`src/rtl/uart_pkt_sender.sv`:
```
// Frames a latched payload as SOF, LEN, payload bytes, XOR checksum, EOF and pushes
// it one byte per accepted cycle into the UART TX FIFO, stalling on tx_full.
module uart_pkt_sender #(
    parameter int          PAYLOAD_BYTES = 4,
    parameter logic [7:0]  SOF_BYTE      = 8'h02,
    parameter logic [7:0]  EOF_BYTE      = 8'h03
) (
    input  logic                         clk,
    input  logic                         reset,
    input  logic                         send_req,
    input  logic [8*PAYLOAD_BYTES-1:0]   payload,
    input  logic                         tx_full,
    output logic                         tx_push,
    output logic [7:0]                   tx_push_data,
    output logic                         busy,
    output logic                         pkt_done,
    output logic                         req_drop
);

    typedef enum logic [2:0] {
        ST_IDLE,
        ST_SOF,
        ST_LEN,
        ST_DATA,
        ST_CSUM,
        ST_EOF
    } state_t;

    localparam logic [7:0] LEN_BYTE = 8'(PAYLOAD_BYTES);
    localparam logic [3:0] LAST_IDX = 4'(PAYLOAD_BYTES - 1);

    state_t                       state_q, state_d;
    logic [8*PAYLOAD_BYTES-1:0]   payload_q, payload_d;
    logic [3:0]                   idx_q, idx_d;
    logic [7:0]                   csum_q, csum_d;
    logic                         pkt_done_q, pkt_done_d;
    logic                         req_drop_q, req_drop_d;

    logic [7:0] in_bytes   [PAYLOAD_BYTES];
    logic [7:0] held_bytes [PAYLOAD_BYTES];
    logic [7:0] csum_in;
    logic [7:0] data_sel;
    logic       accept;

    generate
        for (genvar gi = 0; gi < PAYLOAD_BYTES; gi++) begin : g_bytes
            assign in_bytes[gi]   = payload[gi*8 +: 8];
            assign held_bytes[gi] = payload_q[gi*8 +: 8];
        end
    endgenerate

    // Checksum is folded at request time so CSUM needs no extra cycle.
    always_comb begin
        csum_in = LEN_BYTE;
        for (int i = 0; i < PAYLOAD_BYTES; i++) begin
            csum_in = csum_in ^ in_bytes[i];
        end
    end

    always_comb begin
        data_sel = 8'h00;
        for (int i = 0; i < PAYLOAD_BYTES; i++) begin
            if (idx_q == 4'(i)) begin
                data_sel = held_bytes[i];
            end
        end
    end

    assign busy     = (state_q != ST_IDLE);
    assign tx_push  = busy && !tx_full;
    assign accept   = tx_push;
    assign pkt_done = pkt_done_q;
    assign req_drop = req_drop_q;

    always_comb begin
        state_d      = state_q;
        payload_d    = payload_q;
        idx_d        = idx_q;
        csum_d       = csum_q;
        pkt_done_d   = 1'b0;
        req_drop_d   = send_req && (state_q != ST_IDLE);
        tx_push_data = 8'h00;
        unique case (state_q)
            ST_IDLE: begin
                if (send_req) begin
                    payload_d = payload;
                    csum_d    = csum_in;
                    idx_d     = 4'd0;
                    state_d   = ST_SOF;
                end
            end
            ST_SOF: begin
                tx_push_data = SOF_BYTE;
                if (accept) state_d = ST_LEN;
            end
            ST_LEN: begin
                tx_push_data = LEN_BYTE;
                if (accept) state_d = ST_DATA;
            end
            ST_DATA: begin
                tx_push_data = data_sel;
                if (accept) begin
                    if (idx_q == LAST_IDX) begin
                        state_d = ST_CSUM;
                    end else begin
                        idx_d = idx_q + 4'd1;
                    end
                end
            end
            ST_CSUM: begin
                tx_push_data = csum_q;
                if (accept) state_d = ST_EOF;
            end
            ST_EOF: begin
                tx_push_data = EOF_BYTE;
                if (accept) begin
                    state_d    = ST_IDLE;
                    pkt_done_d = 1'b1;
                end
            end
            default: state_d = ST_IDLE;
        endcase
    end

    always_ff @(posedge clk or posedge reset) begin
        if (reset) begin
            state_q    <= ST_IDLE;
            payload_q  <= '0;
            idx_q      <= 4'd0;
            csum_q     <= 8'h00;
            pkt_done_q <= 1'b0;
            req_drop_q <= 1'b0;
        end else begin
            state_q    <= state_d;
            payload_q  <= payload_d;
            idx_q      <= idx_d;
            csum_q     <= csum_d;
            pkt_done_q <= pkt_done_d;
            req_drop_q <= req_drop_d;
        end
    end

endmodule

```
`config.mk`:
```
export PLATFORM = sky130hd
export DESIGN_NAME = uart_pkt_sender
export DESIGN_NICKNAME = d
export VERILOG_FILES = /design/src/rtl/uart_pkt_sender.sv
export SDC_FILE = /design/constraint.sdc
export NUM_CORES = 1
export LEC_CHECK = 0
export ABC_AREA = 1
export CORE_MARGIN = 2
export CORE_UTILIZATION = 40
export CTS_CLUSTER_DIAMETER = 30
export DETAILED_ROUTE_END_ITERATION = 16
export PLACE_DENSITY = 0.74
export SYNTH_ARGS = -nofsm -noshare
export SYNTH_HDL_FRONTEND = slang
export SYNTH_SLANG_ARGS = --single-unit
```
`constraint.sdc`:
```
create_clock -name clk -period 1.87 [get_ports clk]
set_clock_uncertainty 0.15 [all_clocks]
set_input_delay 0.4675 -clock clk [delete_from_list [all_inputs] [get_ports clk]]
set_output_delay 0.4675 -clock clk [all_outputs]
set_load 0.01 [all_outputs]
```
==> results of run 1 <==
[report_power, final]
part / internal, mW / switching (mW) / leakage, nW
combinational: 1.32 / 1.46 / 1.44
clock: 0.266 / 0.403 / 0.0481
sequential: 1.53 / 0.282 / 0.612
[worst paths after layout]
| check | depth (start not counted) | startpoint | to | slack (ps) |
|---|---|---|---|---|
| min reg2reg | 2 | payload_q[31]$_DFFE_PP0P_ | payload_q[31]$_DFFE_PP0P_ | 330 |
| min | 2 | tx_full | pkt_done$_DFF_PP0_ | 300 |
| min in group asynchronous | 3 | reset | pkt_done$_DFF_PP0_ | 400 |
| max in group asynchronous | 3 | reset | idx_q[0]$_DFFE_PP0P_ | 930 |
| max reg2reg | 10 | state_q[0]$_DFFE_PP0P_ | idx_q[0]$_DFFE_PP0P_ | 170 |
| max | 13 | idx_q[1]$_DFFE_PP0P_ | tx_push_data[4] | -660 |
[cell families (layout without fill, tap and decap cells)]
family	after synthesis	count (layout)	synth area share, %
flip-flops	49	49	43.2
adder cells (fa/ha/maj)	4	4	1.77
buffers and inverters	53	150	9.14
AND/OR/NAND/NOR	228	228	34.8
XOR/XNOR	19	19	5.87
AO/OA/AOI/OAI	29	29	5.16
[state kept, by name, summed over array words and instances (netlist names)]
register and cells:
csum_q 8, pkt_done 1, idx_q 4, payload_q 32, req_drop 1, state_q 3
[synthesized netlist by cell type]
cell and count:
nor3_1 1, buf_2 6, a31oi_1 1, xnor2_1 9, xor2_1 10, ha_1 4
a21oi_1 1, nor2_1 5, nor3_2 1, nand3_4 1, inv_4 1, buf_4 1
clkinv_2 1, nand3_1 18, dfrtp_1 49, nand3_2 2, o21ai_1 12, buf_1 1
buf_6 6, nand2b_1 14, nand4_1 7, nor2_4 2, nand2_1 174, nand2_2 3
inv_2 2, o21ai_0 15, inv_1 35
[layout by cell type, fill, tap and decap left out, types with 2 or more instances in the layout]
cell / Yosys / routed
nand2_1: 174 / 161
dfrtp_1: 49 / 48
buf_4: 1 / 43
clkdlybuf4s50_1: 0 / 36
inv_1: 35 / 31
o21ai_1: 12 / 16
nand3_1: 18 / 16
buf_6: 6 / 15
nand2b_1: 14 / 14
nand2_2: 3 / 14
o21ai_0: 15 / 11
xor2_1: 10 / 10
xnor2_1: 9 / 9
nand4_1: 7 / 7
clkbuf_8: 0 / 5
nand3_2: 2 / 4
nor2_1: 5 / 4
ha_4: 0 / 4
buf_12: 0 / 4
inv_2: 2 / 3
nor2_4: 2 / 3
inv_4: 1 / 3
clkinv_2: 1 / 2
clkinv_4: 0 / 2
buf_2: 6 / 2
[cell type report]
cell class	instances	share of cell area, %
Tap cell	96	2.96
Clock buffer	5	1.70
Sequential cell	49	30.3
Timing Repair Buffer	103	24.2
Multi-Input combinational cell	280	36.4
Inverter	39	3.92
Clock inverter	3	0.555
[repair_timing]
item	CTS	global route
gates cloned	1	0
pin swaps	6	13
setup endpoints to repair	10	10
buffers inserted	9	7
gates resized for setup	62	19
[metal layers]
| metal | GRT usage (%) | wire length, µm | up-vias |
|---|---|---|---|
| li1 | - | - | 1365 |
| met1 | 24.2 | 3110 | 1266 |
| met2 | 35.3 | 3770 | 87 |
| met3 | 4.43 | 347 | 18 |
| met4 | 8.40 | 233 | 0 |
| met5 | 0 | 0 | - |
[critical path: stages, from the launching register on]
cell and delay, ps:
dfrtp_1 410, buf_6 130, inv_4 50, ha_4 140, inv_4 40, nor3_4 240, buf_6 140, nand2_2 40
nand2_2 60, nand2_1 60, nand2_1 70, nand2_1 60, nand2_2 60, buf_6 100
[through the flow]
step	util (%)	setup TNS (ps)	area, µm²
floorplan	-	-52.2	2880
global placement	54.5	-4990	3720
detailed placement	54.5	-5450	3720
CTS	58.3	-4270	3980
global route	59.4	-5850	4060
finish	59.4	-4880	4060
==> flow_summary_export.csv, run 1 <==
group,metric,value,unit
outcome,outcome,"finished, violations left",
outcome,violations,"setup timing",
yosys,synthesis.area,2840,µm²
setup_path,end_kind,"output pin",
layout,fill_cells,642,
drt,drc,0,
layout,regArea,1230,µm²
yosys,synth_cell_types,27,
timing,maxSlewViolCount,0,
clocking,htreeDepth,2,
yosys,ys_ff_latch,49,
power,ir_drop,0.000568,V
timing,rsz0062_at_grt,"true",
setup_path,crit_required,1250,ps
floorplan,die_y,88.2,µm
power,report.power.total,5.27,mW
timing,worst_slack,-665,ps
global_route,grt_max_degree,50,
layout,layoutNonFillerInstCount,575,
global_route,grt_pass1_wl,11900,µm
place,pre_cts_slack,-661,ps
timing,period_share,136,%
floorplan,core,6830,µm²
yosys,netlist_instances,382,
floorplan,die_w,88.2,µm
clocking,clkSinkCount,49,
clocking,cts_tree,"done",
timing,finalSetupViolCount,8,
clocking,cts_inserted_buffers,5,
yosys,avgSynthCellArea,7.42,µm²
clocking,clkTransAtPathRegs,100,ps
layout,drive_gt1_share,23.4,%
layout,multi_input_area,1480,µm²
place,hpwl,5100,µm
floorplan,rows,30,
worst_hold_path,hold_path_class,"primary input to flop",
clocking,cts_buffer_depth,2,
timing,hold_viol,0,
drt,drt_pass1_iterations,4,
drt,post_drt_wl_per_cell,13.0,µm
timing,worst_slew_pin_slew,355,ps
place,gp_congestion,0.883,
layout,num-nets-final,518,
yosys,ys_seq_area_share,43.2,%
timing,fmax,395,MHz
global_route,overflow,0,
yosys,syn_nets,422,
setup_path,path_max_fanout,4,
setup_path,cp_data_arrival_time,1920,ps
timing,holdWs,298,ps
clocking,cts_hold_buf,0,
timing,relSlewSlack,76.1,%
layout,area_growth,43.1,%
global_route,grt_pass1_vias,2645,
setup_path,path_class,"flop to output pin",
place,portBuffers,47,
power,p_leak,2.10,nW
drt,vias,2736,
layout,diodes,0,
yosys,yosys.area.top_type,"dfrtp_1",
yosys,synth.area.top_cells,"dfrtp_1 43%, nand2_1 23%, inv_1 4.6%, nand3_1 3.2%, nand2b_1 3.1%",
power,power_density,1300,nW/µm²
floorplan,dieArea,7780,µm²
timing,min_period,2530,ps
global_route,antenna_found_initial,0,
floorplan,io_pins,48,
clocking,cts_root_buf,"clkbuf_8",
drt,drtAntennaViolNets,0,
clocking,insertion_delay,320,ps
global_route,track_usage,20.3,%
drt,vias_per_cell,4.76,
floorplan,start_util,41.5,%
setup_path,cp-start-kind,"flop",
drt,drt_iter0_drc,181,
run,drv_cap,0,
drt,drt-total-wl,7460,µm
yosys,yosysWarnings,0,
yosys,yosys.area.top_type_share,43.2,%
place,placedCellCount,554,
Power figures use the tool's default switching activity.
==> run 2, diff against run 1 <==
--- a/config.mk
+++ b/config.mk
@@ -10,6 +10,7 @@
 export CORE_UTILIZATION = 40
 export CTS_CLUSTER_DIAMETER = 30
 export DETAILED_ROUTE_END_ITERATION = 16
+export HOLD_SLACK_MARGIN = 0.05
 export PLACE_DENSITY = 0.74
 export SYNTH_ARGS = -nofsm -noshare
 export SYNTH_HDL_FRONTEND = slang
==> results of run 2 <==
Final layout, timing and power as in run 1 (identical DEF).
==> run 3, diff against run 2 <==
==> constraint.sdc (replaced) <==
create_clock -name clk -period 1.87 [get_ports clk]
set_clock_uncertainty 0.15 [all_clocks]
set_input_delay 0.4675 -clock clk [delete_from_list [all_inputs] [get_ports clk]]
set_output_delay 0.4675 -clock clk [all_outputs]
set_load 0.02 [all_outputs]
==> run 3 against run 2 <==
Effect of this change: the run still ends with setup timing left; clock power rose by 35%; die area did not move; largest cell class unchanged; cell area rose by 3.6%; via count rose by 1.9%; sequential power barely moved; fmax rose by 0.47%; wire length rose by 4.1%; utilization rose by 2.1 points; sequential share of layout area fell by 1.0 points; critical path depth fell by 1.
==> flow_summary_export.csv, run 3 (synthesized netlist as in run 1, its figures left out) <==
group,metric,value,unit
clocking,htreeDepth,2,
setup_path,slowest_delay,450,ps
power,power_density,1400,nW/µm²
global_route,grt_max_degree,30,
drt,drt_iter0_drc,152,
floorplan,rows,30,
layout,diodes,0,
timing,maxSlewViolCount,0,
timing,worst_slack,-653,ps
floorplan,io_pins,48,
outcome,outcome,"finished, violations left",
setup_path,cp_data_arrival_time,1910,ps
setup_path,path_max_fanout,3,
setup_path,path_class,"flop to output pin",
floorplan,die_y,88.2,µm
drt,drt_pass1_iterations,4,
place,placedCellCount,561,
timing,relSlewSlack,77.4,%
layout,final_common_cell,"nand2_1",
clocking,clkSinkCount,49,
setup_path,cp_common_cell,"nand2_1",
timing,finalSetupViolCount,10,
power,ir_drop,0.000530,V
setup_path,end_kind,"output pin",
timing,period_share,135,%
floorplan,dieArea,7780,µm²
run,drv_cap,0,
timing,min_period,2520,ps
place,gp_congestion,0.831,
setup_path,crit_family,"simple AND/OR/NAND/NOR gates",
clocking,cts_tree,"done",
floorplan,start_util,41.5,%
worst_hold_path,hold_path_class,"primary input to asynchronous set/reset pin",
layout,layout_common_cells,"159 x nand2_1, 52 x buf_4, 47 x dfrtp_1, 34 x clkdlybuf4s50_1, 30 x inv_1",
clocking,cts_inserted_buffers,5,
layout,top_register,"payload_q",
setup_path,cp-start-kind,"flop",
layout,layoutNonFillerInstCount,586,
drt,vias_per_cell,4.76,
drt,drt-total-wl,7770,µm
layout,area_growth,48.2,%
timing,fmax,396,MHz
power,p_seq_share,30.8,%
drt,drc,0,
power,switchingPower,2.29,mW
place,pre_cts_slack,-723,ps
drt,vias,2787,
floorplan,die_w,88.2,µm
clocking,cts_buffer_depth,2,
layout,num-nets-final,529,
global_route,grt_pass1_wl,13400,µm
global_route,antenna_found_initial,0,
power,p_sw_share,39.1,%
drt,drtAntennaViolNets,0,
timing,hold_viol,0,
setup_path,path_cells,"inv_4, ha_4, inv_4, nor3_4, buf_6, nand2_2, nand2_1, nand2_1, nand2_1, nand2_1, nand2_2, buf_6",
setup_path,cp_num_buf_inv,4,
power,p_int,3.57,mW
global_route,grt_pass1_vias,2982,
clocking,insertion_delay,310,ps
layout,top_regs,"payload_q: 32 flops, csum_q: 8 flops, idx_q: 4 flops",
layout,drive_gt1_share,25.9,%
layout,largest_register_ff_count,32,
outcome,violations,"setup timing",
clocking,cts_root_buf,"clkbuf_8",
power,p_clk_share,15.4,%
timing,worst_slew_pin_slew,337,ps
setup_path,slowest_stage,"dfrtp_2",
clocking,clkTransAtPathRegs,90,ps
global_route,track_usage,22.1,%
drt,post_drt_wl_per_cell,13.3,µm
setup_path,crit_required,1250,ps
power,combPwrFrac,53.7,%
global_route,overflow,0,
floorplan,core,6830,µm²
timing,rsz0062_at_grt,"true",
place,hpwl,5420,µm
power,p_leak,2.21,nW
place,portBuffers,47,
-- run 3: changes by cell type in the layout (fill, tap and decap cells not counted), moves of 2 or more --
cell             change
buf_2                -2
buf_4                +9
buf_6                +6
bufinv_16            +2
clkdlybuf4s50_1      -2
clkinv_4             -2
dlymetal6s2s_1       +2
inv_4                +2
nand2_1              -2
nand2_4              +3
o21ai_0              +4
o21ai_1              -4
-- run 3: power groups by stage --
stage          Clock, mW  Combinational (mW)  Sequential (mW)
3_3_place_gp           0                2.60             1.80
2_1_floorplan          0                1.67             1.75
3_5_place_dp           0                2.68             1.82
4_1_cts            0.916                2.95             1.79
5_1_grt            0.959                3.51             1.85
6_report           0.905                3.15             1.81
-- run 3: worst paths after layout --
| path | cells after the start | to | from | slack, ps |
|---|---|---|---|---|
| min in group clk | 2 | pkt_done$_DFF_PP0_ | tx_full | 310 |
| max in group asynchronous | 3 | payload_q[29]$_DFFE_PP0P_ | reset | 830 |
| worst max register to register | 13 | state_q[1]$_DFFE_PP0P_ | state_q[0]$_DFFE_PP0P_ | 100 |
| worst min-delay path | 2 | payload_q[2]$_DFFE_PP0P_ | reset | 260 |
| worst max-delay path | 12 | tx_push_data[7] | idx_q[1]$_DFFE_PP0P_ | -650 |
| worst min register to register | 2 | payload_q[27]$_DFFE_PP0P_ | payload_q[27]$_DFFE_PP0P_ | 330 |
-- run 3: timing repair --
item                       in CTS  in global routing
setup buffers                  14                  4
pin swaps                       5                 17
setup endpoints to repair      10                 19
hold buffers                    0                  0
gates resized for setup        75                 25
-- run 3: layer usage --
layer	track usage, %	vias to the layer above	share of wire [%]
met5	0	-	0
met4	7.85	0	2.9
met3	3.39	21	4.0
met2	41.0	75	53
met1	25.5	1302	40
li1	-	1389	-
-- run 3: final cells by class --
class                   instances  area [µm²]
well taps                      96         120
fillers                       585        2630
clock inverters                 3        65.1
repair buffers                114        1080
multi-input cells             280        1480
inverters                      39         160
clock buffers                   5        68.8
flip-flops and latches         49        1230
-- run 3: metrics by stage --
stage | power (mW) | instance area [µm²] | hold WS, ps | TNS, ps | util [%]
after global routing | 6.32 | 4200 | 294 | -5940 | 61.5
final | 5.86 | 4200 | 258 | -4940 | 61.5
after floorplan | 3.42 | 2880 | 287 | -321 | -
after CTS | 5.65 | 4100 | 271 | -4270 | 60.0
after global placement | 4.40 | 3790 | 300 | -5940 | 55.4
after detailed placement | 4.50 | 3790 | 303 | -6370 | 55.4
